===== config.mk =====
export PLATFORM = sky130hd
export DESIGN_NAME = p2s_tx_flat
export DESIGN_NICKNAME = d
export VERILOG_FILES = /design/src/rtl/p2s_tx_if.sv /design/src/rtl/p2s_tx.sv /design/src/flat_wrapper.sv
export SDC_FILE = /design/constraint.sdc
export NUM_CORES = 1
export LEC_CHECK = 0
export CORE_MARGIN = 10
export CORE_UTILIZATION = 40
export DETAILED_ROUTE_END_ITERATION = 8
export HOLD_SLACK_MARGIN = 0.02
export SYNTH_ARGS = -nofsm -noshare
export SYNTH_HDL_FRONTEND = slang
export SYNTH_SLANG_ARGS = --single-unit
export TNS_END_PERCENT = 100

===== constraint.sdc =====
create_clock -name clk -period 1.7 [get_ports clk]
set_input_delay 0.17 -clock clk [delete_from_list [all_inputs] [get_ports clk]]
set_output_delay 0.17 -clock clk [all_outputs]
set_load 0.1 [all_outputs]

===== src/rtl/p2s_tx_if.sv =====
// rtl/p2s_tx_if.sv - word handshake and serial output bundle for p2s_tx
interface p2s_tx_if #(
    parameter int WIDTH = 4
);
    logic [WIDTH-1:0] din;
    logic             din_vld;
    logic             din_rdy;
    logic             data;
    logic             vld;
    logic             last;
    logic             par_flag;
    logic             busy;

    // Word producer / serial consumer side
    modport master (
        output din,
        output din_vld,
        input  din_rdy,
        input  data,
        input  vld,
        input  last,
        input  par_flag,
        input  busy
    );

    // Transmitter side
    modport slave (
        input  din,
        input  din_vld,
        output din_rdy,
        output data,
        output vld,
        output last,
        output par_flag,
        output busy
    );
endinterface


===== src/rtl/p2s_tx.sv =====
// rtl/p2s_tx.sv - parallel-to-serial transmitter, LSB first, optional even parity bit (P2S_PARITY_EN)
module p2s_tx #(
    parameter int WIDTH = 4,
    parameter int GAP   = 0
) (
    input  logic       clk,
    input  logic       rst,
    p2s_tx_if.slave    bus
);
    localparam int CNT_W = $clog2(WIDTH + 1);

    // The state names what is on the output pins this cycle
    localparam logic [1:0] ST_IDLE  = 2'd0;
    localparam logic [1:0] ST_SHIFT = 2'd1;
`ifdef P2S_PARITY_EN
    localparam logic [1:0] ST_PAR   = 2'd2;
`endif
    localparam logic [1:0] ST_GAP   = 2'd3;

    // cnt_q is the index of the data bit currently driven
    localparam logic [CNT_W-1:0] CNT_LAST = CNT_W'(WIDTH - 1);
`ifndef P2S_PARITY_EN
    localparam logic [CNT_W-1:0] CNT_PEN  = CNT_W'(WIDTH - 2);
`endif
    localparam logic [3:0] GAP_LAST = (GAP > 0) ? 4'(GAP - 1) : 4'd0;

    logic [1:0]       state_q, state_d;
    logic [WIDTH-1:0] sr_q, sr_d;
    logic [CNT_W-1:0] cnt_q, cnt_d;
    logic [3:0]       gap_cnt_q, gap_cnt_d;
    logic [WIDTH-1:0] buf_q, buf_d;
    logic             buf_full_q, buf_full_d;
    logic             data_q, data_d;
    logic             vld_q, vld_d;
    logic             last_q, last_d;
`ifdef P2S_PARITY_EN
    logic             par_flag_q, par_flag_d;
    logic             par_q, par_d;
`endif

    logic             xfer;
    logic             end_word;
    logic             want_next;
    logic             take_next;
    logic [WIDTH-1:0] next_word;

    // Ready depends only on the holding buffer so it never loops back through din_vld
    assign xfer = bus.din_vld && !buf_full_q;

    // Next-state, next-output and buffer bookkeeping
    always_comb begin
        state_d    = state_q;
        sr_d       = sr_q;
        cnt_d      = cnt_q;
        gap_cnt_d  = gap_cnt_q;
        buf_d      = buf_q;
        buf_full_d = buf_full_q;
        data_d     = 1'b0;
        vld_d      = 1'b0;
        last_d     = 1'b0;
`ifdef P2S_PARITY_EN
        par_flag_d = 1'b0;
        par_d      = par_q;
`endif
        end_word   = 1'b0;
        want_next  = 1'b0;
        take_next  = 1'b0;
        next_word  = buf_full_q ? buf_q : bus.din;

        case (state_q)
            ST_IDLE: begin
                want_next = 1'b1;
            end
            ST_SHIFT: begin
                if (cnt_q != CNT_LAST) begin
                    data_d = sr_q[0];
                    vld_d  = 1'b1;
                    sr_d   = sr_q >> 1;
                    cnt_d  = cnt_q + CNT_W'(1);
`ifndef P2S_PARITY_EN
                    last_d = (cnt_q == CNT_PEN);
`endif
                end else begin
`ifdef P2S_PARITY_EN
                    state_d    = ST_PAR;
                    data_d     = par_q;
                    vld_d      = 1'b1;
                    last_d     = 1'b1;
                    par_flag_d = 1'b1;
`else
                    end_word   = 1'b1;
`endif
                end
            end
`ifdef P2S_PARITY_EN
            ST_PAR: begin
                end_word = 1'b1;
            end
`endif
            ST_GAP: begin
                if (gap_cnt_q == GAP_LAST) begin
                    want_next = 1'b1;
                end else begin
                    gap_cnt_d = gap_cnt_q + 4'd1;
                end
            end
            default: begin
                state_d = ST_IDLE;
            end
        endcase

        // A finished word either opens the idle gap or chains straight into the next word
        if (end_word) begin
            if (GAP > 0) begin
                state_d   = ST_GAP;
                gap_cnt_d = 4'd0;
            end else begin
                want_next = 1'b1;
            end
        end

        if (want_next) begin
            if (buf_full_q || xfer) begin
                take_next = 1'b1;
            end else begin
                state_d = ST_IDLE;
            end
        end

        // Starting a word drives its bit 0 immediately so latency is one edge
        if (take_next) begin
            state_d = ST_SHIFT;
            data_d  = next_word[0];
            vld_d   = 1'b1;
            sr_d    = next_word >> 1;
            cnt_d   = '0;
`ifdef P2S_PARITY_EN
            par_d   = ^next_word;
`endif
        end

        // Buffer drains when its word is loaded; a transfer not consumed directly lands in it
        if (take_next && buf_full_q) begin
            buf_full_d = 1'b0;
        end
        if (xfer && !(take_next && !buf_full_q)) begin
            buf_d      = bus.din;
            buf_full_d = 1'b1;
        end
    end

    // State and output registers with synchronous reset
    always_ff @(posedge clk) begin
        if (rst) begin
            state_q    <= ST_IDLE;
            sr_q       <= '0;
            cnt_q      <= '0;
            gap_cnt_q  <= '0;
            buf_q      <= '0;
            buf_full_q <= 1'b0;
            data_q     <= 1'b0;
            vld_q      <= 1'b0;
            last_q     <= 1'b0;
`ifdef P2S_PARITY_EN
            par_flag_q <= 1'b0;
            par_q      <= 1'b0;
`endif
        end else begin
            state_q    <= state_d;
            sr_q       <= sr_d;
            cnt_q      <= cnt_d;
            gap_cnt_q  <= gap_cnt_d;
            buf_q      <= buf_d;
            buf_full_q <= buf_full_d;
            data_q     <= data_d;
            vld_q      <= vld_d;
            last_q     <= last_d;
`ifdef P2S_PARITY_EN
            par_flag_q <= par_flag_d;
            par_q      <= par_d;
`endif
        end
    end

    assign bus.din_rdy  = !buf_full_q;
    assign bus.data     = data_q;
    assign bus.vld      = vld_q;
    assign bus.last     = last_q;
    assign bus.busy     = (state_q != ST_IDLE) || buf_full_q;
`ifdef P2S_PARITY_EN
    assign bus.par_flag = par_flag_q;
`else
    assign bus.par_flag = 1'b0;
`endif

endmodule


===== src/flat_wrapper.sv =====
// flat-port wrapper written by rule: the top's interface ports become plain ports
module p2s_tx_flat 
#(
    parameter int WIDTH = 4,
    parameter int GAP   = 0
)
  (clk, rst, bus_din, bus_din_vld, bus_din_rdy, bus_data, bus_vld, bus_last, bus_par_flag, bus_busy);
  p2s_tx_if #(.WIDTH(WIDTH)) bus_i ();
  input  logic clk;
  input  logic rst;
  input wire logic [$bits(bus_i.din)-1:0] bus_din;
  input wire logic [$bits(bus_i.din_vld)-1:0] bus_din_vld;
  output wire logic [$bits(bus_i.din_rdy)-1:0] bus_din_rdy;
  output wire logic [$bits(bus_i.data)-1:0] bus_data;
  output wire logic [$bits(bus_i.vld)-1:0] bus_vld;
  output wire logic [$bits(bus_i.last)-1:0] bus_last;
  output wire logic [$bits(bus_i.par_flag)-1:0] bus_par_flag;
  output wire logic [$bits(bus_i.busy)-1:0] bus_busy;
  assign bus_i.din = bus_din;
  assign bus_i.din_vld = bus_din_vld;
  assign bus_din_rdy = bus_i.din_rdy;
  assign bus_data = bus_i.data;
  assign bus_vld = bus_i.vld;
  assign bus_last = bus_i.last;
  assign bus_par_flag = bus_i.par_flag;
  assign bus_busy = bus_i.busy;
  p2s_tx #(.WIDTH(WIDTH), .GAP(GAP)) u_core (.clk(clk), .rst(rst), .bus(bus_i));
endmodule

==> results of run 1 <==
logic make-up (layout without fill, tap and decap cells):
logic type	Yosys count	count (layout)
AND/OR/NAND/NOR	36	36
flip-flops	20	20
buffers and inverters	13	37
other	1	1
AO/OA/AOI/OAI	16	16
XOR/XNOR	3	3
adder cells (fa/ha/maj)	10	10
multiplexers	9	9
sequential cells by signal, summed over array words and instances (netlist names):
name / flops
u_core.buf_full_q: 1
u_core.buf_q: 4
u_core.sr_q: 3
u_core.bus.data: 1
u_core.cnt_q: 3
u_core.gap_cnt_q: 4
u_core.bus.last: 1
u_core.state_q: 2
u_core.bus.vld: 1
metrics by stage:
step	setup TNS [ps]	hold WS, ps
final	0	478
after global routing	-2.84	481
after CTS	0	474
after detailed placement	0	457
after global placement	0	442
after floorplan	0	314
path summary, 6_finish.rpt:
check        depth (start not counted)       startpoint  slack, ps         endpoint
max                                  7  u_core.cnt_q[1]        100   u_core.sr_q[1]
min                                  1  u_core.cnt_q[2]        480  u_core.bus.last
max reg2reg                          7  u_core.cnt_q[1]        100   u_core.sr_q[1]
min reg2reg                          1  u_core.cnt_q[2]        480  u_core.bus.last
layout make-up:
type                    instances  area [um2]  area share (%)
clock buffers                   3        22.5            1.63
clock inverters                 1        30.0            2.17
inverters                       7        30.0            2.17
multi-input cells              75         622            45.0
flip-flops and latches         20         405            29.3
well taps                      30        37.5            2.71
repair buffers                 26         235            17.0
cell usage after synthesis (4+ instances only):
cell type,instances
nand2_1,7
nand2b_1,4
dfxtp_1,20
ha_1,10
inv_1,7
a21oi_1,6
nor2_1,12
mux2i_1,9
where the power goes:
| part | switching [mW] | internal (mW) |
|---|---|---|
| clock | 0.151 | 0.238 |
| sequential | 0.0168 | 0.501 |
| combinational | 0.209 | 0.144 |
per-layer routing:
layer  vias up  global-route usage (%)
met4         0                    3.23
met5         -                       0
met3         4                    3.21
met1       353                    8.71
li1        416                       -
met2        15                    12.4
cells in the final DEF, fill, tap and decap left out, types with 4 or more instances in the layout:
cell / instances
buf_4: 18
dfxtp_1: 16
nor2_1: 12
mux2i_1: 9
inv_1: 6
nand2_1: 6
a21oi_1: 6
ha_1: 6
clkdlybuf4s50_1: 6
nand2b_1: 4
dfxtp_2: 4
worst max-delay path, stage by stage (launching register included):
cell and delay, ps:
dfxtp_2 350, ha_2 180, ha_4 140, nand2_1 70
a221o_1 370, buf_4 180, nor3_2 170, a21o_1 100
==> impl_metrics.toml, run 1 <==
[global_routing]
grt_pass1_wl_mm = 3.23
grt_pass1_vias = 757
grt_max_degree = 13
grtUsageTotal_pct = 7.68
grt-ovfl-total = 0
antenna_found_initial = 0

[yosys]
syn-cell-area_mm2 = 0.00104
synth_area_leader_cell = "dfxtp_1"
synth_xor_area_share_pct = 2.53
ys_seq_elements = 20
yosys.area.top_type_share_pct = 38.5
synth-async-reset-ratio_pct = 0
syn-mean-instance-area_um2 = 9.63
synth_cells = 108
ys_seq_area_share_pct = 38.5
synth_fa_ha_area_share_pct = 12.0
syn-num-nets = 125
ys_top_cells_by_area = "dfxtp_1 39%, ha_1 12%, mux2i_1 8.7%, nor2_1 4.3%, a21oi_1 2.9%"
ys_dominant_reg_cell = "dfxtp_1"
synth_edf_count = 0
synth_compound_area_share_pct = 11.8
synth_top_family_by_area = "simple AND/OR/NAND/NOR gates"
synthSimpleGateAreaFrac_pct = 20.2
synthMuxAreaShare_pct = 8.66
yosys_warnings = 0
synth_cell_type_count = 32

[cells_and_area]
fillers = 234
antennaDiodeCount = 0
fin_area_mm2 = 0.00138
instances_no_fill = 162
finalNetCount = 150
post-route-util_pct = 55.8
drive_above_1_share_pct = 29.5
area_growth_pct = 33.0

[timing]
hold_viol = 0
layout_min_cycle_time_ps = 1600
slew_viol_final = 0
max_freq_mhz = 623
finalWorstSetupSlack_ps = 95.9
clock_skew_ps = 8.90
setup_viol = 0
fin_crit_sh_pct = 94.4

[cts]
hold_buffers = 0
postCtsSetupRepairBufs = 0
cts_made_buffers = 3
cts_tree = "built"
clock_tree.htree_level_count = 1
path_clk_slew_ps = 120
cts_root_buffer = "clkbuf_4"
insertion_delay_ps = 310
max-clock-path-buffers = 2
cts_resized = 0
cts_sinks = 20

[routing]
drtIter0Drc = 15
top_layer = "met4"
post_drt_wl_per_cell_um = 12.3
routed_wirelength_mm = 1.99
firstDrtPassIters = 4
route.met3.wl_um = 123
drc = 0
via_per_inst = 4.86
wl_met2_um = 907
wl_met1_um = 933
ant_nets = 0
vias = 788

[floorplan]
ioPinCount = 13
die_h_um = 71.0
coreArea_mm2 = 0.00248
die_w_um = 71.0
start_util_pct = 42.0
die_area_mm2 = 0.00504
rows = 18

[job]
drv_cap = 0

[setup_path]
critical_path_class = "flip-flop to flip-flop"
path_max_fanout = 10
start_kind = "flip-flop"
required_ps = 1960
critPathCaptureType = "flip-flop"
arrival_ps = 1870

[place]
portBuffers = 11
dp_cells = 158
place_hpwl_mm = 1.58
pre_cts_ws_ps = 26.1
gp_congestion = 0.719
placed_area_mm2 = 0.00128

[power_and_ir_drop]
power.leakage_nw = 0.584
vdd.ir_drop.worst_mv = 0.706
p_total_mw = 1.26
power_density_mw_per_mm2 = 912

[outcome]
status = "complete, no violations"

[worst_hold_path]
min_path_type = "flip-flop to flip-flop"
No activity file was read; power rests on OpenSTA's default activity.
==> inputs of run 2 (changes only) <==
--- a/config.mk
+++ b/config.mk
@@ -8,6 +8,7 @@
 export CORE_MARGIN = 10
 export CORE_UTILIZATION = 40
 export DETAILED_ROUTE_END_ITERATION = 8
+export GPL_ROUTABILITY_DRIVEN = 1
 export HOLD_SLACK_MARGIN = 0.02
 export SYNTH_ARGS = -nofsm -noshare
 export SYNTH_HDL_FRONTEND = slang
==> results of run 2 <==
The final DEF is identical to that of run 1; final timing and power are the same.
==> inputs of run 3 (changes only) <==
--- a/config.mk
+++ b/config.mk
@@ -10,6 +10,7 @@
 export DETAILED_ROUTE_END_ITERATION = 8
 export GPL_ROUTABILITY_DRIVEN = 1
 export HOLD_SLACK_MARGIN = 0.02
+export SLEW_MARGIN = 20
 export SYNTH_ARGS = -nofsm -noshare
 export SYNTH_HDL_FRONTEND = slang
 export SYNTH_SLANG_ARGS = --single-unit
==> results of run 3 <==
The final DEF is identical to that of run 1; final timing and power are the same.
